<file path="config.mk">
export PLATFORM = sky130hd
export DESIGN_NAME = pipe_addsub
export DESIGN_NICKNAME = d
export VERILOG_FILES = /design/src/rtl/addsub_pkg.sv /design/src/rtl/addsub_stage.sv /design/src/rtl/pipe_addsub.sv
export SDC_FILE = /design/constraint.sdc
export NUM_CORES = 1
export LEC_CHECK = 0
export ABC_AREA = 1
export CORE_ASPECT_RATIO = 0.9
export CORE_MARGIN = 2
export CORE_UTILIZATION = 55
export CTS_CLUSTER_DIAMETER = 50
export DETAILED_ROUTE_END_ITERATION = 10
export PLACE_DENSITY = 0.84
export SYNTH_ARGS = -nofsm -noshare
export SYNTH_HDL_FRONTEND = slang
export SYNTH_SLANG_ARGS = --single-unit
</file>
<file path="constraint.sdc">
create_clock -name clk -period 2.4 [get_ports clk]
set_input_delay 0.36 -clock clk [delete_from_list [all_inputs] [get_ports clk]]
set_output_delay 0.36 -clock clk [all_outputs]
set_load 0.1 [all_outputs]
</file>
<file path="src/rtl/addsub_pkg.sv">
// Shared definitions for the pipelined add/subtract unit: op encoding and status flags.
package addsub_pkg;

    localparam logic OP_ADD = 1'b0;
    localparam logic OP_SUB = 1'b1;

    typedef struct packed {
        logic cbo;
        logic zero;
        logic neg;
        logic ovf;
    } addsub_flags_t;

endpackage

</file>
<file path="src/rtl/addsub_stage.sv">
// One combinational W-bit slice of the ripple adder; subtract inverts b, while the
// carry-in is already in carry polarity (the top converts borrow-in for stage 0).
module addsub_stage
    import addsub_pkg::*;
#(
    parameter int W = 4
) (
    input  logic [W-1:0] i_a,
    input  logic [W-1:0] i_b,
    input  logic         i_cin,
    input  logic         i_op,
    output logic [W-1:0] o_sum,
    output logic         o_cout
);

    logic [W-1:0] w_b;
    logic [W:0]   w_total;

    assign w_b     = (i_op == OP_SUB) ? ~i_b : i_b;
    assign w_total = {1'b0, i_a} + {1'b0, w_b} + {{W{1'b0}}, i_cin};
    assign o_sum   = w_total[W-1:0];
    assign o_cout  = w_total[W];

endmodule

</file>
<file path="src/rtl/pipe_addsub.sv">
// Pipelined N-bit add/subtract, one N/STAGES slice per stage, valid/ready at both ends.
// Optional build macro ADDSUB_SAT_EN clamps the result to the signed range on overflow.
module pipe_addsub
    import addsub_pkg::*;
#(
    parameter int N      = 16,
    parameter int STAGES = 4
) (
    input  logic         clk,
    input  logic         rst_n,
    input  logic         in_valid,
    output logic         in_ready,
    input  logic         op,
    input  logic [N-1:0] a,
    input  logic [N-1:0] b,
    input  logic         cbin,
    output logic         out_valid,
    input  logic         out_ready,
    output logic [N-1:0] result,
    output logic         cbo,
    output logic         zero,
    output logic         neg,
    output logic         ovf
);

    localparam int W = N / STAGES;
    localparam int L = STAGES - 1;

    // Handshake: a transfer occurs on a rising edge where valid & ready are both high;
    // stage k loads whenever it is empty or the stage after it moves on, so bubbles collapse.
    logic [STAGES-1:0] w_valid_q;
    logic [STAGES-1:0] w_op_q;
    logic [STAGES-1:0] w_carry_q;
    logic [STAGES-1:0] w_ready;
    logic [N-1:0]      w_a_q   [STAGES];
    logic [N-1:0]      w_b_q   [STAGES];
    logic [N-1:0]      w_sum_q [STAGES];

    assign in_ready = w_ready[0];

    for (genvar k = 0; k < STAGES; k++) begin : g_stage
        logic         w_valid_in;
        logic         w_op_in;
        logic         w_cin_in;
        logic [N-1:0] w_a_in;
        logic [N-1:0] w_b_in;
        logic [N-1:0] w_sum_in;
        logic [N-1:0] w_sum_next;
        logic [W-1:0] w_slice;
        logic         w_cout;
        logic         r_valid;
        logic         r_op;
        logic         r_carry;
        logic [N-1:0] r_a;
        logic [N-1:0] r_b;
        logic [N-1:0] r_sum;

        if (k == 0) begin : g_first
            assign w_valid_in = in_valid;
            assign w_op_in    = op;
            assign w_cin_in   = (op == OP_SUB) ? ~cbin : cbin;
            assign w_a_in     = a;
            assign w_b_in     = b;
            assign w_sum_in   = '0;
        end else begin : g_next
            assign w_valid_in = w_valid_q[k-1];
            assign w_op_in    = w_op_q[k-1];
            assign w_cin_in   = w_carry_q[k-1];
            assign w_a_in     = w_a_q[k-1];
            assign w_b_in     = w_b_q[k-1];
            assign w_sum_in   = w_sum_q[k-1];
        end

        addsub_stage #(.W(W)) u_stage (
            .i_a    (w_a_in[k*W +: W]),
            .i_b    (w_b_in[k*W +: W]),
            .i_cin  (w_cin_in),
            .i_op   (w_op_in),
            .o_sum  (w_slice),
            .o_cout (w_cout)
        );

        always_comb begin
            w_sum_next              = w_sum_in;
            w_sum_next[k*W +: W]    = w_slice;
        end

        // Unrolled ready chain: stage k can load if any stage from k onward is empty.
        assign w_ready[k] = out_ready | ~(&w_valid_q[L:k]);

        always_ff @(posedge clk or negedge rst_n) begin
            if (!rst_n) begin
                r_valid <= 1'b0;
                r_op    <= 1'b0;
                r_carry <= 1'b0;
                r_a     <= '0;
                r_b     <= '0;
                r_sum   <= '0;
            end else if (w_ready[k]) begin
                r_valid <= w_valid_in;
                r_op    <= w_op_in;
                r_carry <= w_cout;
                r_a     <= w_a_in;
                r_b     <= w_b_in;
                r_sum   <= w_sum_next;
            end
        end

        assign w_valid_q[k] = r_valid;
        assign w_op_q[k]    = r_op;
        assign w_carry_q[k] = r_carry;
        assign w_a_q[k]     = r_a;
        assign w_b_q[k]     = r_b;
        assign w_sum_q[k]   = r_sum;
    end

    logic          w_a_msb;
    logic          w_b_msb;
    logic          w_ovf;
    logic [N-1:0]  w_raw;
    logic [N-1:0]  w_res;
    addsub_flags_t w_flags;

    assign w_raw   = w_sum_q[L];
    assign w_a_msb = w_a_q[L][N-1];
    assign w_b_msb = w_b_q[L][N-1];
    assign w_ovf   = (w_op_q[L] == OP_ADD)
                   ? ((w_a_msb == w_b_msb) && (w_raw[N-1] != w_a_msb))
                   : ((w_a_msb != w_b_msb) && (w_raw[N-1] != w_a_msb));

`ifdef ADDSUB_SAT_EN
    assign w_res = !w_ovf ? w_raw
                 : (w_a_msb ? {1'b1, {(N-1){1'b0}}} : {1'b0, {(N-1){1'b1}}});
`else
    assign w_res = w_raw;
`endif

    // Carry/borrow is reported raw; zero/neg follow the (possibly clamped) result.
    assign w_flags.cbo  = (w_op_q[L] == OP_SUB) ? ~w_carry_q[L] : w_carry_q[L];
    assign w_flags.zero = (w_res == '0);
    assign w_flags.neg  = w_res[N-1];
    assign w_flags.ovf  = w_ovf;

    assign out_valid             = w_valid_q[L];
    assign result                = out_valid ? w_res : '0;
    assign {cbo, zero, neg, ovf} = out_valid ? w_flags : '0;

endmodule

</file>
Word level (Yosys, flattened, before mapping)
Cells that the tools add are included.
{"block": "word_totals", "regBits": 180, "elab_cells": 64, "input_bits": 38}
{"block": "op_classes", "n_eq_ne": 3, "muxes": 9, "reduce_logical": 6, "add_sub_neg": 8, "n_bitwise": 14}
{"cell": "$add 4x4->5", "n": 4}
{"cell": "$add 5x1->5", "n": 4}
{"cell": "$mux 4", "n": 5}
{"cell": "$logic_not 16->1", "n": 1}
{"cell": "$mux 16", "n": 1}
{"cell": "$not 4->4", "n": 4}
{"cell": "$not 1->1", "n": 6}
{"cell": "$or 1x1->1", "n": 4}
{"cell": "$reduce_and 4->1", "n": 1}
{"cell": "$mux 1", "n": 3}
{"cell": "$reduce_and 3->1", "n": 1}
{"cell": "$logic_and 1x1->1", "n": 2}
{"cell": "$ne 1x1->1", "n": 2}
{"cell": "$reduce_and 2->1", "n": 1}
{"cell": "$eq 1x1->1", "n": 1}

Longest topological paths before layout
{"block": "logic_depth", "depth_word": 4, "ltp_mapped": 10, "depth_no_buf": 9}

Hierarchy
Synthesis repeated with hierarchy kept, for this count alone.
{"block": "hier_totals", "hier_cells": 577, "hier_area_um2": 4898.4}
{"module": "pipe_addsub", "cells_each": 480, "n_inst": 1, "area_per_inst_um2": 4162.7, "seq_area_each_um2": 2552.4}
{"module": "addsub_stage (g_stage[0].u_stage ...)", "cells_each": 23, "n_inst": 3, "area_per_inst_um2": 178.9, "seq_area_each_um2": 0.0}
{"module": "addsub_stage (g_stage[1].u_stage)", "cells_each": 28, "n_inst": 1, "area_per_inst_um2": 198.9, "seq_area_each_um2": 0.0}

Worst setup path after synthesis
OpenSTA, ideal clock, no wires.
{"block": "synth_path", "kind": "register to output", "from": "register g_stage[3].r_valid (netlist: out_valid)", "to": "output cbo", "t_arrival_ns": 2.778, "n_path_buf": 1, "slack_ns": -0.738, "path_stages_with_launch": 4, "cell_sequence": "dfrtp_1 buf_4 o21ai_0 a21oi_1"}
{"block": "synth_via", "elab_chain_cells": 1}
{"element": "from (decl)", "line": "pipe_addsub.sv:51", "text": "logic r_valid;"}
{"element": "from (signal assigned)", "line": "pipe_addsub.sv:100", "text": "r_valid <= w_valid_in;"}
{"element": "$mux 4", "line": "pipe_addsub.sv:146", "text": "assign {cbo, zero, neg, ovf} = out_valid ? w_flags : '0;"}
{"element": "to (decl)", "line": "pipe_addsub.sv:20", "text": "output logic cbo,"}
Every way passes these cells.

Worst setup path after layout
{"block": "layout_path", "from": "register g_stage[2].r_op", "to": "register g_stage[3].r_sum[14]"}
{"block": "layout_via", "elab_chain_cells": 3}
{"element": "from (decl)", "line": "pipe_addsub.sv:52", "text": "logic r_op;"}
{"element": "from (signal assigned)", "line": "pipe_addsub.sv:101", "text": "r_op <= w_op_in;"}
{"element": "$mux 4", "line": "addsub_stage.sv:19", "text": "assign w_b = (i_op == OP_SUB) ? ~i_b : i_b;"}
{"element": "$add 4x4->5", "line": "addsub_stage.sv:20", "text": "assign w_total = {1'b0, i_a} + {1'b0, w_b} + {{W{1'b0}}, i_cin};"}
{"element": "$add 5x1->5", "line": "addsub_stage.sv:20"}
{"element": "to (signal assigned)", "line": "pipe_addsub.sv:105", "text": "r_sum <= w_sum_next;"}
{"element": "to (decl)", "line": "pipe_addsub.sv:56", "text": "logic [N-1:0] r_sum;"}
Every way passes these cells.
A chain may end at the register's enable or synchronous reset.

==> key figures <==
Status
  • Status: finished, violations left
  • Failing checks: hold timing

Synth
  • Post-synth top area cell: dfrtp_1
  • Number of synthesized flops with an enable pin: 0
  • Cells after Synth: roughly 550
  • Seq cells post-synth: a little over 100
  • Top cell type's share of synthesized area: 0.5319
  • Ys Warns: 0
  • Most used flip-flop cell after synthesis: dfrtp_1
  • Post-synthesis sequential area ratio: 0.5319
  • Synth top area cells: dfrtp_1, nand2_1, o21ai_0
  • Ys async rst share: 1.000
  • Synth Area per Inst: between 8 and 9 µm²
  • Net Count, Synth: approximately 600
  • Cell Area, Synth: between 0.004 and 0.005 mm²
  • Post-synthesis cell type count: 28

Clock tree
  • Worst skew pair latency: roughly 360 ps
  • Sink Count: between 100 and 150
  • Clock slew at reported path FFs: approximately 90 ps
  • Hold-fix buffers at CTS: 0
  • Root buffer cell: clkbuf_8
  • CTS resizes: 0
  • H-Tree Level Count: 3
  • Postcts setup bufs: 0
  • CTS Buf Count: 9
  • Clock Tree Buf Depth: 2
  • CTS tree: yes

Critical path
  • CP peak stage delay: between 400 and 500 ps
  • Crit path DAT: 2290 ps
  • Critical Path RT: 2620 ps
  • Crit Path Class: register to register
  • Slowest cell on the critical path: dfrtp_1
  • Critical path peak fanout: 6
  • CP Capture Type: register
  • CP Launch Type: register
  • Crit-path cells: xor2_1 -> fa_1 -> fa_1 -> o21ai_0 -> o21ai_0

Power
  • Total power: 6495 µW
  • Flop pwr share: 0.381
  • Max rail drop VDD: between 700 and 800 µV
  • P_sw: ~2700 µW
  • Clock power frac: 0.210
  • Comb pwr share: 0.409
  • Sw Ratio: 0.4229
  • Internal Power: 3748 µW
  • Leak: about 0.0030 µW
  • Pwr/cell area: 1137 mW/mm²

Timing
  • Final hold violations: 18
  • Tmin final: 2063 ps
  • Fin. max-slew vios: 0
  • Fmax achieved: 484.8 MHz
  • Unrepaired setup endpoints after global routing: false
  • Period utilization: 0.8595
  • Hold WS: -13.22 ps
  • Count of final setup violators: 0
  • Max_slew headroom: 0.6290
  • Clock Skew: about 10 ps
  • Slew @ Worst Pin: roughly 560 ps
  • Final TNS setup: 0 ps

Global routing
  • Initial antenna violation count: 0
  • Top Usage Layer GRT: met2
  • Vias in the first global route: 3474
  • First-pass GRT wire length: approximately 16000 µm
  • GR Overflow Total: 0
  • Global router's overall resource usage: 0.2129
  • Met2 usage: 0.3355
  • GRT met1 Usage: 0.2919
  • GR Util met3: 0.03245
  • Largest net degree at the start of global routing: 51

Run
  • Max-cap viol count: 0

Hold path
  • Worst min-delay path category: input pin to async pin

Routing
  • Final WL: 9123 µm
  • Pre-antenna DRT Iters: 4
  • Post-route antenna net violation count: 0
  • DR iter-0 viols: ~190
  • Via/cell ratio: 4.849
  • Per-cell routed wire length: ~13 µm
  • Total number of vias: 3506
  • Drc violations: 0

Cells and area
  • Register area: between 0.002 and 0.003 mm²
  • Most frequent cells in the layout: nand2_1, dfrtp_1, inv_1
  • Inserted Diodes: 0
  • Fillcell total: roughly 680
  • Final core utilization: 0.6696
  • Layout Nets: 658
  • Multi-input logic area: ~0.0019 mm²
  • Post-Layout Cell Count: 723
  • Layout cell share with drive strength beyond 1: 0.1142
  • Area growth from synthesis to layout: 19.01%
  • Most common cell after layout, fill and taps aside: nand2_1

Die
  • Die ar.: approximately 0.0095 mm²
  • Floorplan row count: 32
  • Starting density of the core: 0.5626
  • Die Height: 92.61 µm
  • Die W: 102.5 µm
  • Core area: roughly 0.0085 mm²
  • Io pins: 60

Place
  • IO buf count: between 50 and 60
  • Final Wtd Congestion: between 0.8 and 0.9
  • Hpwl dp: 6711 µm
  • Placed Cells: 708
==> worst max-delay path, delay by kind of cell, from the launching register on <==
family | cells | cell delay (ps)
DFF | 1 | 480
xor gates and xnor gates | 1 | 210
AOI/OAI and AO/OA | 2 | 440
adders and majority gates | 2 | 820
==> cells by family (layout without fill, tap and decap cells) <==
logic type / after synthesis / in the layout / share of synthesized area
flip-flops: 102 / 102 / 0.5319
buffers and inverters: 85 / 144 / 0.08031
AO/OA/AOI/OAI: 67 / 67 / 0.07484
AND/OR/NAND/NOR: 251 / 251 / 0.2117
adder cells (fa/ha/maj): 20 / 20 / 0.06467
XOR/XNOR: 20 / 20 / 0.03651
==> power groups by stage <==
stage               combinational, µW  clock [µW]  sequential (µW)
CTS                              2670        1380             2470
finish                           2660        1360             2470
global route                     2930        1450             2540
detailed placement               2650           0             2510
global placement                 2560           0             2480
floorplan                        2100           0             2410
==> cell type report <==
cell class                      count  area share
Clock buffer                        9     0.02169
Clock inverter                      6     0.02344
Inverter                           61     0.04010
Multi-Input combinational cell    358      0.3276
Sequential cell                   102      0.4472
Tap cell                          119     0.02607
Timing Repair Buffer               68      0.1139
==> path summary, 6_finish.rpt <==
kind / from / endpoint / slack (ps) / cells past startpoint
worst max-delay path: g_stage[2].r_op$_DFFE_PN0P_ / g_stage[3].r_sum[14]$_DFFE_PN0P_ / 340 / 5
worst min-delay path: rst_n / g_stage[3].r_sum[12]$_DFFE_PN0P_ / -10 / 1
worst max register to register: g_stage[2].r_op$_DFFE_PN0P_ / g_stage[3].r_sum[14]$_DFFE_PN0P_ / 340 / 5
worst min register to register: g_stage[1].r_sum[4]$_DFFE_PN0P_ / g_stage[2].r_sum[4]$_DFFE_PN0P_ / 480 / 2
max in group asynchronous: rst_n / g_stage[1].r_sum[1]$_DFFE_PN0P_ / 1770 / 2
min in group clk: g_stage[1].r_sum[4]$_DFFE_PN0P_ / g_stage[2].r_sum[4]$_DFFE_PN0P_ / 480 / 2
==> routing by layer <==
metal  vias up  part of all wire  wire [µm]
met5         -                 0          0
met4         0             0.018        161
met3        17             0.047        429
met2        92              0.46       4241
met1      1623              0.47       4290
li1       1774                 -          -
==> sequential cells by signal, indices dropped and copies added (netlist names) <==
register and flops:
g_stage.r_a 25, g_stage.r_sum 40, g_stage.r_op 4, out_valid 1
g_stage.r_carry 4, g_stage.r_valid 3, g_stage.r_b 25
==> Yosys cell counts, types with 2 or more instances <==
library cell and count:
inv_2 3, or2_2 4, dfrtp_1 102, buf_6 6
nand2_1 216, o21ai_0 51, inv_1 58, buf_4 4
nor2_1 7, xnor2_1 5, nor2_4 2, o21ai_2 5
nor3_1 3, buf_2 5, nand3_1 14, xor2_1 15
ha_1 12, a21oi_1 8, fa_1 8, clkbuf_1 9
==> metrics by stage <==
step | hold slack (ps) | area [µm²] | worst slack, ps
3_5_place_dp | 389.7 | 5453 | 45.74
3_3_place_gp | 385.3 | 5453 | 96.43
5_1_grt | 16.37 | 5710 | 209.7
6_report | -13.22 | 5710 | 337.3
2_1_floorplan | 64.41 | 4810 | 23.16
4_1_cts | 0.2561 | 5710 | 350.8
No activity file was read; power rests on OpenSTA's default activity.
